`config.mk`:
```
export PLATFORM = sky130hd
export DESIGN_NAME = lsu_flat
export DESIGN_NICKNAME = d
export VERILOG_FILES = /design/src/rtl/lsu_pkg.sv /design/src/rtl/lsu_if.sv /design/src/rtl/lsu_align.sv /design/src/rtl/lsu.sv /design/src/flat_wrapper.sv
export SDC_FILE = /design/constraint.sdc
export NUM_CORES = 1
export LEC_CHECK = 0
export ABC_CLOCK_PERIOD_IN_PS = 3500
export CORE_UTILIZATION = 46
export CTS_CLUSTER_DIAMETER = 150
export CTS_CLUSTER_SIZE = 25
export DETAILED_ROUTE_END_ITERATION = 16
export PLACE_DENSITY = 0.82
export SKIP_LAST_GASP = 1
export SYNTH_ARGS = -nofsm -noshare
export SYNTH_HDL_FRONTEND = slang
export SYNTH_SLANG_ARGS = --single-unit
```
`constraint.sdc`:
```
create_clock -name clk -period 3.5 [get_ports clk]
set_input_delay 0.7 -clock clk [delete_from_list [all_inputs] [get_ports clk]]
set_output_delay 0.7 -clock clk [all_outputs]
set_load 0.02 [all_outputs]
```
`src/rtl/lsu_pkg.sv`:
```
// Shared definitions for the load/store unit.
// Holds the one-hot load and store size encodings (also used by the
// write-back control), the LSU FSM state enum, bus widths and the default
// response timeout.
package lsu_pkg;

  localparam int LSU_AW = 64;
  localparam int LSU_DW = 64;
  localparam int LSU_SW = LSU_DW / 8;

  // WAIT cycles without a response before the access is abandoned.
  localparam int LSU_TIMEOUT_DEFAULT = 255;

  typedef logic [6:0] ld_op_t;
  typedef logic [3:0] st_op_t;

  localparam ld_op_t LD_OP_LD  = 7'b0000001;
  localparam ld_op_t LD_OP_LW  = 7'b0000010;
  localparam ld_op_t LD_OP_LH  = 7'b0000100;
  localparam ld_op_t LD_OP_LB  = 7'b0001000;
  localparam ld_op_t LD_OP_LWU = 7'b0010000;
  localparam ld_op_t LD_OP_LHU = 7'b0100000;
  localparam ld_op_t LD_OP_LBU = 7'b1000000;

  localparam st_op_t ST_OP_SD = 4'b0001;
  localparam st_op_t ST_OP_SW = 4'b0010;
  localparam st_op_t ST_OP_SH = 4'b0100;
  localparam st_op_t ST_OP_SB = 4'b1000;

  typedef enum logic [1:0] {
    IDLE = 2'd0,
    REQ  = 2'd1,
    WAIT = 2'd2,
    DONE = 2'd3
  } lsu_state_e;

endpackage

```
`src/rtl/lsu_if.sv`:
```
// Memory bus between the LSU and the data memory / interconnect.
//   req_valid/req_ready : request handshake (LSU -> memory)
//   req_addr            : doubleword-aligned address
//   req_we              : 1 for a store
//   req_wdata/req_wstrb : store data in its byte lanes and lane strobes
//   resp_valid          : read or write response
//   resp_rdata          : aligned doubleword read data
interface lsu_if;
  import lsu_pkg::*;

  logic              req_valid;
  logic              req_ready;
  logic [LSU_AW-1:0] req_addr;
  logic              req_we;
  logic [LSU_DW-1:0] req_wdata;
  logic [LSU_SW-1:0] req_wstrb;
  logic              resp_valid;
  logic [LSU_DW-1:0] resp_rdata;

  modport master (
    output req_valid, req_addr, req_we, req_wdata, req_wstrb,
    input  req_ready, resp_valid, resp_rdata
  );

  modport slave (
    input  req_valid, req_addr, req_we, req_wdata, req_wstrb,
    output req_ready, resp_valid, resp_rdata
  );

endinterface

```
`src/rtl/lsu_align.sv`:
```
// Combinational alignment helper for the LSU.
// Given the access size, the byte offset within the doubleword and the
// store data, produces the misalignment flag, the byte-lane strobes and
// the store data shifted into its lanes.
//   is_load  : 1 selects rd_op, 0 selects wr_op
//   rd_op    : one-hot load size
//   wr_op    : one-hot store size
//   off      : address bits [2:0]
//   wr_data  : right-aligned store data
//   misalign : access violates its natural alignment
//   wstrb    : byte-lane strobes (0 for loads)
//   wdata    : store data shifted by off bytes (0 for loads)
module lsu_align
  import lsu_pkg::*;
(
  input  logic              is_load,
  input  ld_op_t            rd_op,
  input  st_op_t            wr_op,
  input  logic [2:0]        off,
  input  logic [LSU_DW-1:0] wr_data,
  output logic              misalign,
  output logic [LSU_SW-1:0] wstrb,
  output logic [LSU_DW-1:0] wdata
);

  always_comb begin
    misalign = 1'b0;
    wstrb    = '0;
    wdata    = '0;
    if (is_load) begin
      case (rd_op)
        LD_OP_LD:             misalign = (off != 3'd0);
        LD_OP_LW, LD_OP_LWU:  misalign = (off[1:0] != 2'd0);
        LD_OP_LH, LD_OP_LHU:  misalign = off[0];
        LD_OP_LB, LD_OP_LBU:  misalign = 1'b0;
        default:              misalign = 1'b0;
      endcase
    end else begin
      wdata = wr_data << {off, 3'b000};
      case (wr_op)
        ST_OP_SD: begin
          misalign = (off != 3'd0);
          wstrb    = 8'hFF;
        end
        ST_OP_SW: begin
          misalign = (off[1:0] != 2'd0);
          wstrb    = 8'h0F << off;
        end
        ST_OP_SH: begin
          misalign = off[0];
          wstrb    = 8'h03 << off;
        end
        ST_OP_SB: begin
          misalign = 1'b0;
          wstrb    = 8'h01 << off;
        end
        default: begin
          misalign = 1'b0;
          wstrb    = '0;
        end
      endcase
    end
  end

endmodule

```
`src/rtl/lsu.sv`:
```
// Load/store unit: turns decode-stage load/store requests into single
// doubleword bus transactions, stalls the pipeline while an access is
// outstanding and returns load data shifted down to bit 0.
//   clk, rst     : clock, synchronous active-high reset
//   mem_rd_en    : load request (wins if mem_wr_en is also high)
//   mem_wr_en    : store request
//   rd_mem_op    : one-hot load size
//   wr_mem_op    : one-hot store size
//   rd_mem_addr  : byte address
//   wr_mem_data  : right-aligned store data
//   mem_rd_data  : load data, addressed byte at bit 0 (held until next capture)
//   stall        : pipeline freeze while an access is in flight
//   done         : one-cycle completion pulse
//   misalign     : one-cycle pulse when a start is rejected as misaligned
//   bus_err      : one-cycle pulse when the response times out
//   bus          : memory bus (master side)
//
// state | meaning
// ------+------------------------------------------------------------
// IDLE  | no access; accepts a start, rejects misaligned ones at once
// REQ   | req_valid high, request fields frozen until req_ready
// WAIT  | request accepted, waiting for resp_valid or the timeout
// DONE  | done pulse, mem_rd_data valid, pipeline released
module lsu
  import lsu_pkg::*;
#(
  parameter int TIMEOUT = LSU_TIMEOUT_DEFAULT
) (
  input  logic              clk,
  input  logic              rst,
  input  logic              mem_rd_en,
  input  logic              mem_wr_en,
  input  ld_op_t            rd_mem_op,
  input  st_op_t            wr_mem_op,
  input  logic [LSU_AW-1:0] rd_mem_addr,
  input  logic [LSU_DW-1:0] wr_mem_data,
  output logic [LSU_DW-1:0] mem_rd_data,
  output logic              stall,
  output logic              done,
  output logic              misalign,
  output logic              bus_err,
  lsu_if.master             bus
);

  // Down-counter is loaded with TIMEOUT-1 on entry to WAIT, so it always
  // fits in clog2(TIMEOUT) bits.
  localparam int CW = (TIMEOUT > 1) ? $clog2(TIMEOUT) : 1;

  lsu_state_e        state;
  logic [CW-1:0]     wait_cnt;
  logic [2:0]        off_q;
  logic              req_valid_q;
  logic              req_we_q;
  logic [LSU_AW-1:0] req_addr_q;
  logic [LSU_DW-1:0] req_wdata_q;
  logic [LSU_SW-1:0] req_wstrb_q;

  logic              start;
  logic              a_misalign;
  logic [LSU_SW-1:0] a_wstrb;
  logic [LSU_DW-1:0] a_wdata;

  assign start = mem_rd_en | mem_wr_en;

  lsu_align u_align (
    .is_load  (mem_rd_en),
    .rd_op    (rd_mem_op),
    .wr_op    (wr_mem_op),
    .off      (rd_mem_addr[2:0]),
    .wr_data  (wr_mem_data),
    .misalign (a_misalign),
    .wstrb    (a_wstrb),
    .wdata    (a_wdata)
  );

  // Cycle-0 terms must be combinational: the pipeline has to freeze (or
  // learn of the rejection) in the same cycle the request is presented.
  assign misalign = (state == IDLE) & start & a_misalign;
  assign stall    = ((state == IDLE) & start & ~a_misalign)
                  | (state == REQ) | (state == WAIT);

  assign bus.req_valid = req_valid_q;
  assign bus.req_we    = req_we_q;
  assign bus.req_addr  = req_addr_q;
  assign bus.req_wdata = req_wdata_q;
  assign bus.req_wstrb = req_wstrb_q;

  always_ff @(posedge clk) begin
    if (rst) begin
      state       <= IDLE;
      wait_cnt    <= '0;
      off_q       <= '0;
      req_valid_q <= 1'b0;
      req_we_q    <= 1'b0;
      req_addr_q  <= '0;
      req_wdata_q <= '0;
      req_wstrb_q <= '0;
      mem_rd_data <= '0;
      done        <= 1'b0;
      bus_err     <= 1'b0;
    end else begin
      done    <= 1'b0;
      bus_err <= 1'b0;
      case (state)
        IDLE: begin
          if (start && !a_misalign) begin
            req_addr_q  <= {rd_mem_addr[LSU_AW-1:3], 3'b000};
            off_q       <= rd_mem_addr[2:0];
            req_we_q    <= ~mem_rd_en;
            req_wstrb_q <= a_wstrb;
            req_wdata_q <= a_wdata;
            req_valid_q <= 1'b1;
            state       <= REQ;
          end
        end
        REQ: begin
          if (bus.req_ready) begin
            req_valid_q <= 1'b0;
            wait_cnt    <= CW'(TIMEOUT - 1);
            state       <= WAIT;
          end
        end
        WAIT: begin
          if (bus.resp_valid) begin
            mem_rd_data <= bus.resp_rdata >> {off_q, 3'b000};
            done        <= 1'b1;
            wait_cnt    <= '0;
            state       <= DONE;
          end else if (wait_cnt == '0) begin
            mem_rd_data <= '0;
            done        <= 1'b1;
            bus_err     <= 1'b1;
            state       <= DONE;
          end else begin
            wait_cnt <= wait_cnt - 1'b1;
          end
        end
        DONE: begin
          state <= IDLE;
        end
        default: begin
          state <= IDLE;
        end
      endcase
    end
  end

endmodule

```
`src/flat_wrapper.sv`:
```
// flat-port wrapper written by rule: the top's interface ports become plain ports
module lsu_flat import lsu_pkg::*;
#(
  parameter int TIMEOUT = LSU_TIMEOUT_DEFAULT
)
  (clk, rst, mem_rd_en, mem_wr_en, rd_mem_op, wr_mem_op, rd_mem_addr, wr_mem_data, mem_rd_data, stall, done, misalign, bus_err, bus_req_valid, bus_req_addr, bus_req_we, bus_req_wdata, bus_req_wstrb, bus_req_ready, bus_resp_valid, bus_resp_rdata);
  lsu_if bus_i ();
  input  logic clk;
  input  logic rst;
  input  logic mem_rd_en;
  input  logic mem_wr_en;
  input  ld_op_t rd_mem_op;
  input  st_op_t wr_mem_op;
  input  logic [LSU_AW-1:0] rd_mem_addr;
  input  logic [LSU_DW-1:0] wr_mem_data;
  output logic [LSU_DW-1:0] mem_rd_data;
  output logic stall;
  output logic done;
  output logic misalign;
  output logic bus_err;
  output wire logic [$bits(bus_i.req_valid)-1:0] bus_req_valid;
  output wire logic [$bits(bus_i.req_addr)-1:0] bus_req_addr;
  output wire logic [$bits(bus_i.req_we)-1:0] bus_req_we;
  output wire logic [$bits(bus_i.req_wdata)-1:0] bus_req_wdata;
  output wire logic [$bits(bus_i.req_wstrb)-1:0] bus_req_wstrb;
  input wire logic [$bits(bus_i.req_ready)-1:0] bus_req_ready;
  input wire logic [$bits(bus_i.resp_valid)-1:0] bus_resp_valid;
  input wire logic [$bits(bus_i.resp_rdata)-1:0] bus_resp_rdata;
  assign bus_req_valid = bus_i.req_valid;
  assign bus_req_addr = bus_i.req_addr;
  assign bus_req_we = bus_i.req_we;
  assign bus_req_wdata = bus_i.req_wdata;
  assign bus_req_wstrb = bus_i.req_wstrb;
  assign bus_i.req_ready = bus_req_ready;
  assign bus_i.resp_valid = bus_resp_valid;
  assign bus_i.resp_rdata = bus_resp_rdata;
  lsu #(.TIMEOUT(TIMEOUT)) u_core (.clk(clk), .rst(rst), .mem_rd_en(mem_rd_en), .mem_wr_en(mem_wr_en), .rd_mem_op(rd_mem_op), .wr_mem_op(wr_mem_op), .rd_mem_addr(rd_mem_addr), .wr_mem_data(wr_mem_data), .mem_rd_data(mem_rd_data), .stall(stall), .done(done), .misalign(misalign), .bus_err(bus_err), .bus(bus_i));
endmodule
```
Word level (Yosys, flattened, before mapping)
Cells that the tools add are included.
- $add $sub $neg: 1
- equality and inequality tests: 16
- shifts and indexed selects: 5
- mux-type cells: 22
- bitwise operators: 9
- reductions and logical operators: 18
- operators by type and width (operator ; number):
    2-to-1 mux 64 bit ; 3
    << shifter 64 x 6 -> 64 bit ; 1
    >> shifter 64 x 6 -> 64 bit ; 1
    2-to-1 mux 8 bit ; 4
    one-hot mux 8 bit (4 select lines) ; 1
    one-hot mux 8 bit (2 select lines) ; 1
    AND reduction 3 bit ; 3
    logical NOT 8 bit ; 1
    2-to-1 mux 2 bit ; 4
    one-hot mux 2 bit (4 select lines) ; 1
    nonzero test 2 bit ; 4
    << shifter 1 x 3 -> 8 bit, first input constant ; 1
    << shifter 2 x 3 -> 8 bit, first input constant ; 1
    << shifter 4 x 3 -> 8 bit, first input constant ; 1
    subtractor 8 x 1 -> 8 bit, second input constant ; 1
    equality test 7 x 1 -> 1 bit, second input constant ; 1
    equality test 7 x 2 -> 1 bit, second input constant ; 1
    equality test 7 x 3 -> 1 bit, second input constant ; 1
    equality test 7 x 5 -> 1 bit, second input constant ; 1
    equality test 7 x 6 -> 1 bit, second input constant ; 1
    inequality test 3 bit, second input constant ; 2
    one-hot mux 1 bit (3 select lines) ; 2
    OR reduction 2 bit ; 3
    2-to-1 mux 1 bit ; 5
    17 further kinds ; 26
- register bits: 214
- output and inout port bits: 206
- word-level logic and storage cells: 82

Depth between registers and ports, before layout
- depth in word-level cells: 8
- mapped depth: 10

Modules after synthesis
Synthesis repeated with hierarchy kept, for this count alone.
- cell total of the unflattened synthesis: 1344
- area, all modules: 11429.7 um2
- by module, submodules not included (module ; instances ; cells an instance ; area each (um2)):
    lsu ; 1 ; 1034 ; 9138.8
    lsu_align ; 1 ; 310 ; 2290.9

Worst setup path before layout
OpenSTA, ideal clock, no wires.
- path kind: input to output
- start: input port rd_mem_addr[1]
- end: output port stall
- arrival: 2.269 ns
- slack: 0.531 ns
- cell stages on the path: 9
- path buffers: 4
- cells stage by stage: buf_2 > or4bb_1 > o22ai_2 > nor3b_2 > o211ai_2 > buf_4 > buf_6 > buf_4 > nand2_1
- cells in the longest elaborated chain, start to end: 7
- elaborated cells between the ends (all ways): 9
- RTL lines (item ; RTL line ; text):
    from (decl) ; flat_wrapper.sv:14 ; input logic [LSU_AW-1:0] rd_mem_addr;
    nonzero test 3 bit or nonzero test 2 bit (tied branches) ; n/a ;
    one-hot mux 1 bit (3 select lines) (on tied branches) ; lsu_align.sv:40, lsu_align.sv:31 ;
    2-to-1 mux 1 bit (*) ; lsu_align.sv:30 ; if (is_load) begin
    NOT 1 bit (*) ; lsu.sv:79 ; assign stall = ((state == IDLE) & start & ~a_misalign)
    bitwise AND 1 bit (*) ; lsu.sv:79 ;
    bitwise OR 1 bit (*) (2 in series) ; lsu.sv:80 ; | (state == REQ) | (state == WAIT);
    to (decl) ; flat_wrapper.sv:17 ; output logic stall;
Every way passes the cells marked *; elsewhere a longest branch is shown, timed or not.

Final worst setup path
- start: input port wr_mem_op[1]
- end: output port stall
- cells in the longest elaborated chain, start to end: 7
- elaborated cells between the ends (all ways): 9
- RTL lines (item ; RTL line ; text):
    from (decl) ; flat_wrapper.sv:13 ; input st_op_t wr_mem_op;
    equality test 4 x 3 -> 1 bit, or another cell as far along ; lsu_align.sv:40 ; case (wr_op)
    one-hot mux 1 bit (3 select lines) (*) ; lsu_align.sv:40 ;
    2-to-1 mux 1 bit (*) ; lsu_align.sv:30 ;
    NOT 1 bit (*) ; lsu.sv:79 ;
    bitwise AND 1 bit (*) ; lsu.sv:79 ;
    bitwise OR 1 bit (*) (2 in series) ; lsu.sv:80 ;
Marked as above.

==> flow_metrics.py <==
metrics = {
    "worst_setup_path": {
        "critical_path.slowest_cell": "clkdlybuf4s50_1",
        "critPathMaxFanout": 3,
        "timing.rr.start": "u_core.state[0]",
        "max_stage_delay_ns": 0.50,
        "r2r_end": "u_core.wait_cnt[3]",
        "worstSetupPathType": "input pin to primary output",
        "arrival_ns": 2.42,
        "rrSetupSlack_ns": 0.96,
        "end_kind": "primary output",
        "crit_chain": "clkdlybuf4s50_1 -> or4bb_1 -> o22ai_2 -> nor3b_2 -> o211ai_4 -> nand2_1 -> dlymetal6s2s_1",
        "path_buf_inv": 2,
        "crit_path_start_kind": "input pin",
        "critPathRequiredTime_ns": 2.80,
        "reg2reg_depth": 8,
        "crit_family": "buffers and inverters",
    },
    "cts": {
        "hold_buffers": 0,
        "clk_pin_slew_worst_paths_ns": 0.10,
        "cts_tree": "done",
        "cts_max_level": 1,
        "cts.sink_count": 214,
        "cts_buffers": 12,
        "cts_buffer_depth": 3,
        "clock-root-buffer": "clkbuf_16",
        "clkLatencyLatePin_ns": 0.49,
    },
    "route": {
        "ant_nets": 0,
        "via_count": 11500,
        "drc": 0,
        "wl_per_cell_um": 19.7,
        "dr.pass1.iters": 5,
        "wl_um": 39400,
        "first_iter_violations": 1119,
        "via_per_inst": 5.74,
    },
    "place": {
        "placed_area_um2": 15800,
        "post-dp-hpwl_um": 29200,
        "portBuffers": 411,
        "gpl.final_weighted_congestion": 0.886,
    },
    "logic_synthesis": {
        "ys_top_cells_by_count": "dfxtp_1, mux2i_1, nand2_1",
        "yosysWarningCount": 0,
        "synth.area.top_cells": "dfxtp_1, mux2i_1, o21ai_0",
        "ys.flop_type": "dfxtp_1",
        "synth_cell_types": 59,
        "synth_top_cell_area_share_pct": 36.8,
        "yosysSeqAreaShare_pct": 36.8,
        "synthCells": 1339,
        "ys_ff_latch": 214,
        "yosysMostFrequentCell": "dfxtp_1",
        "synth_edf_count": 0,
        "syn_area_um2": 11600,
        "yosysTopAreaCell": "dfxtp_1",
        "synthArstFlopShare_pct": 0,
        "syn_avg_cell_area_um2": 8.69,
    },
    "timing": {
        "skew_ns": 0.0206,
        "period_needed_ns": 3.12,
        "tightest_slew_ns": 1.02,
        "rsz0062_at_grt": "false",
        "slew_viol_final": 0,
        "fin_setup_tns_ns": 0,
        "hold_violations": 0,
        "fmax_mhz": 321,
        "fin_crit_sh_pct": 89.1,
        "setup_viol": 0,
        "max-slew-margin-rel_pct": 31.8,
    },
    "power_and_ir_drop": {
        "fin_total_pwr_mw": 8.26,
        "power_switching_mw": 3.13,
        "combPwrFrac_pct": 44.7,
        "leakagePower_nw": 5.98,
        "ir_drop_uv": 370,
        "internal_power_mw": 5.13,
        "power_density_nw_per_um2": 511,
        "seqPwrFrac_pct": 36.8,
        "clock_power_share_pct": 18.4,
        "switching_share_pct": 37.9,
    },
    "floorplanning": {
        "die_height_um": 161,
        "pin_count": 415,
        "core_area_um2": 24600,
        "start_util_pct": 47.3,
        "rows": 57,
        "dieArea_um2": 26000,
        "die_x_um": 161,
    },
    "worst_hold_path": {
        "hp-start": "u_core.bus.req_wstrb[0]",
        "worstHoldPathCells": 2,
        "hp-class": "flop to flop",
        "hold_end": "u_core.bus.req_wstrb[0]",
    },
    "global_routing": {
        "grt_use_total_pct": 29.0,
        "overflow": 0,
        "grt_pass1_wl_um": 60400,
        "first_global_vias": 10900,
        "grt_max_degree": 99,
        "antenna_found_initial": 0,
    },
    "cells_and_area": {
        "final_util_pct": 65.7,
        "fillers": 2069,
        "final_nets": 1888,
        "area_growth_pct": 38.8,
        "antenna_cells": 0,
        "fin_area_um2": 16200,
        "drive_gt1_share_pct": 7.46,
    },
    "outcome": {
        "status": "completed",
    },
    "job": {
        "drv_cap": 0,
    },
}
## what timing repair did
item	CTS	global route
resized for setup	0	3
setup buffers	0	0
endpoints found under the setup margin	0	2
## sequential cells by signal (all words and copies together), names as in the netlist, 2 cells and up
| register | count |
|---|---|
| u_core.bus.req_wdata | 64 |
| u_core.mem_rd_data | 64 |
| u_core.bus.req_addr | 61 |
| u_core.bus.req_wstrb | 8 |
| u_core.wait_cnt | 8 |
| u_core.off_q | 3 |
| u_core.state | 2 |
## per-stage QoR
step,setup slack (ns),hold WS (ns),instances
after floorplan,0.531,0.457,1341
after global placement,0.0453,0.434,1984
after detailed placement,0.0289,0.443,1984
after CTS,0.0295,0.458,1999
after global routing,0.305,0.476,1999
final,0.382,0.457,1999
## final cells by class
type | instances | area [um2] | share of cell area (%)
clock buffers | 14 | 329 | 2.04
clock inverters | 1 | 16.3 | 0.101
inverters | 14 | 52.6 | 0.325
multi-input cells | 987 | 6690 | 41.4
flip-flops and latches | 214 | 4290 | 26.6
well taps | 324 | 405 | 2.51
repair buffers | 445 | 4370 | 27.1
## cells by family after synthesis
group | Yosys count | synth area share [%]
muxes | 245 | 23.1
xor gates and xnor gates | 3 | 0.226
buffers and inverters | 140 | 5.99
other | 1 | 0.0322
AOI/OAI and AO/OA | 319 | 16.1
and+or+nand+nor | 412 | 17.1
DFF | 214 | 36.8
adders and majority gates | 5 | 0.537
## worst reg2reg max path: stages, from the launching register on
cell and delay (ns):
dfxtp_1 0.33, inv_1 0.10, ha_1 0.17, buf_4 0.44, o21ai_0 0.31, a31oi_1 0.59, o21ai_0 0.20, a22oi_1 0.22
nor2_1 0.06
## worst max path at each step
stage          cells after the start  slack (ns)       end           start
2_1_floorplan                      9        0.53     stall  rd_mem_addr[1]
3_3_place_gp                       6        0.05  misalign    wr_mem_op[1]
3_5_place_dp                       6        0.03  misalign    wr_mem_op[1]
4_1_cts                            6        0.03  misalign    wr_mem_op[1]
5_1_grt                            6        0.31  misalign    wr_mem_op[1]
6_report                           7        0.38     stall    wr_mem_op[1]
## layout by cell type (no fill, tap or decap), types with 3 or more instances in the layout
cell type        synthesis  layout
nand3_1                 33      33
mux2_2                  44      44
nand2_1                154     154
a22oi_1                 11      11
nor2_1                 104     104
mux4_2                  15      15
a31oi_1                  3       3
inv_1                   13      13
o22ai_1                 33      33
a211oi_1                 7       7
nand3b_1                68      68
mux2i_1                186     186
clkbuf_16                0      13
a22o_1                  16      16
nor4_1                   4       4
or3_1                    7       7
ha_1                     5       5
clkdlybuf4s50_1          0     405
dfxtp_1                214     211
nor3_1                   9       9
nor3b_1                  3       3
a21oi_1                 73      73
conb_1                   1       3
buf_4                   15      35
nand2b_1                11      11
o21ai_0                130     130
nor2b_1                  7       6
o31ai_1                 27      27
## power groups by stage
stage / clock network, mW / logic (mW) / registers (mW)
floorplan: 0 / 2.06 / 3.41
finish: 1.52 / 3.70 / 3.04
CTS: 1.56 / 3.68 / 3.04
global placement: 0 / 3.60 / 3.08
global route: 1.64 / 3.96 / 3.08
detailed placement: 0 / 3.67 / 3.09
## per-layer routing
| layer | share of wire (%) | global-route usage (%) | up-vias |
|---|---|---|---|
| met3 | 7.5 | 5.32 | 77 |
| li1 | - | - | 5438 |
| met4 | 4.2 | 11.7 | 0 |
| met1 | 40 | 36.0 | 5413 |
| met2 | 48 | 49.6 | 551 |
| met5 | 0 | 0 | - |
Note: power is estimated with default switching activity, not from simulation.
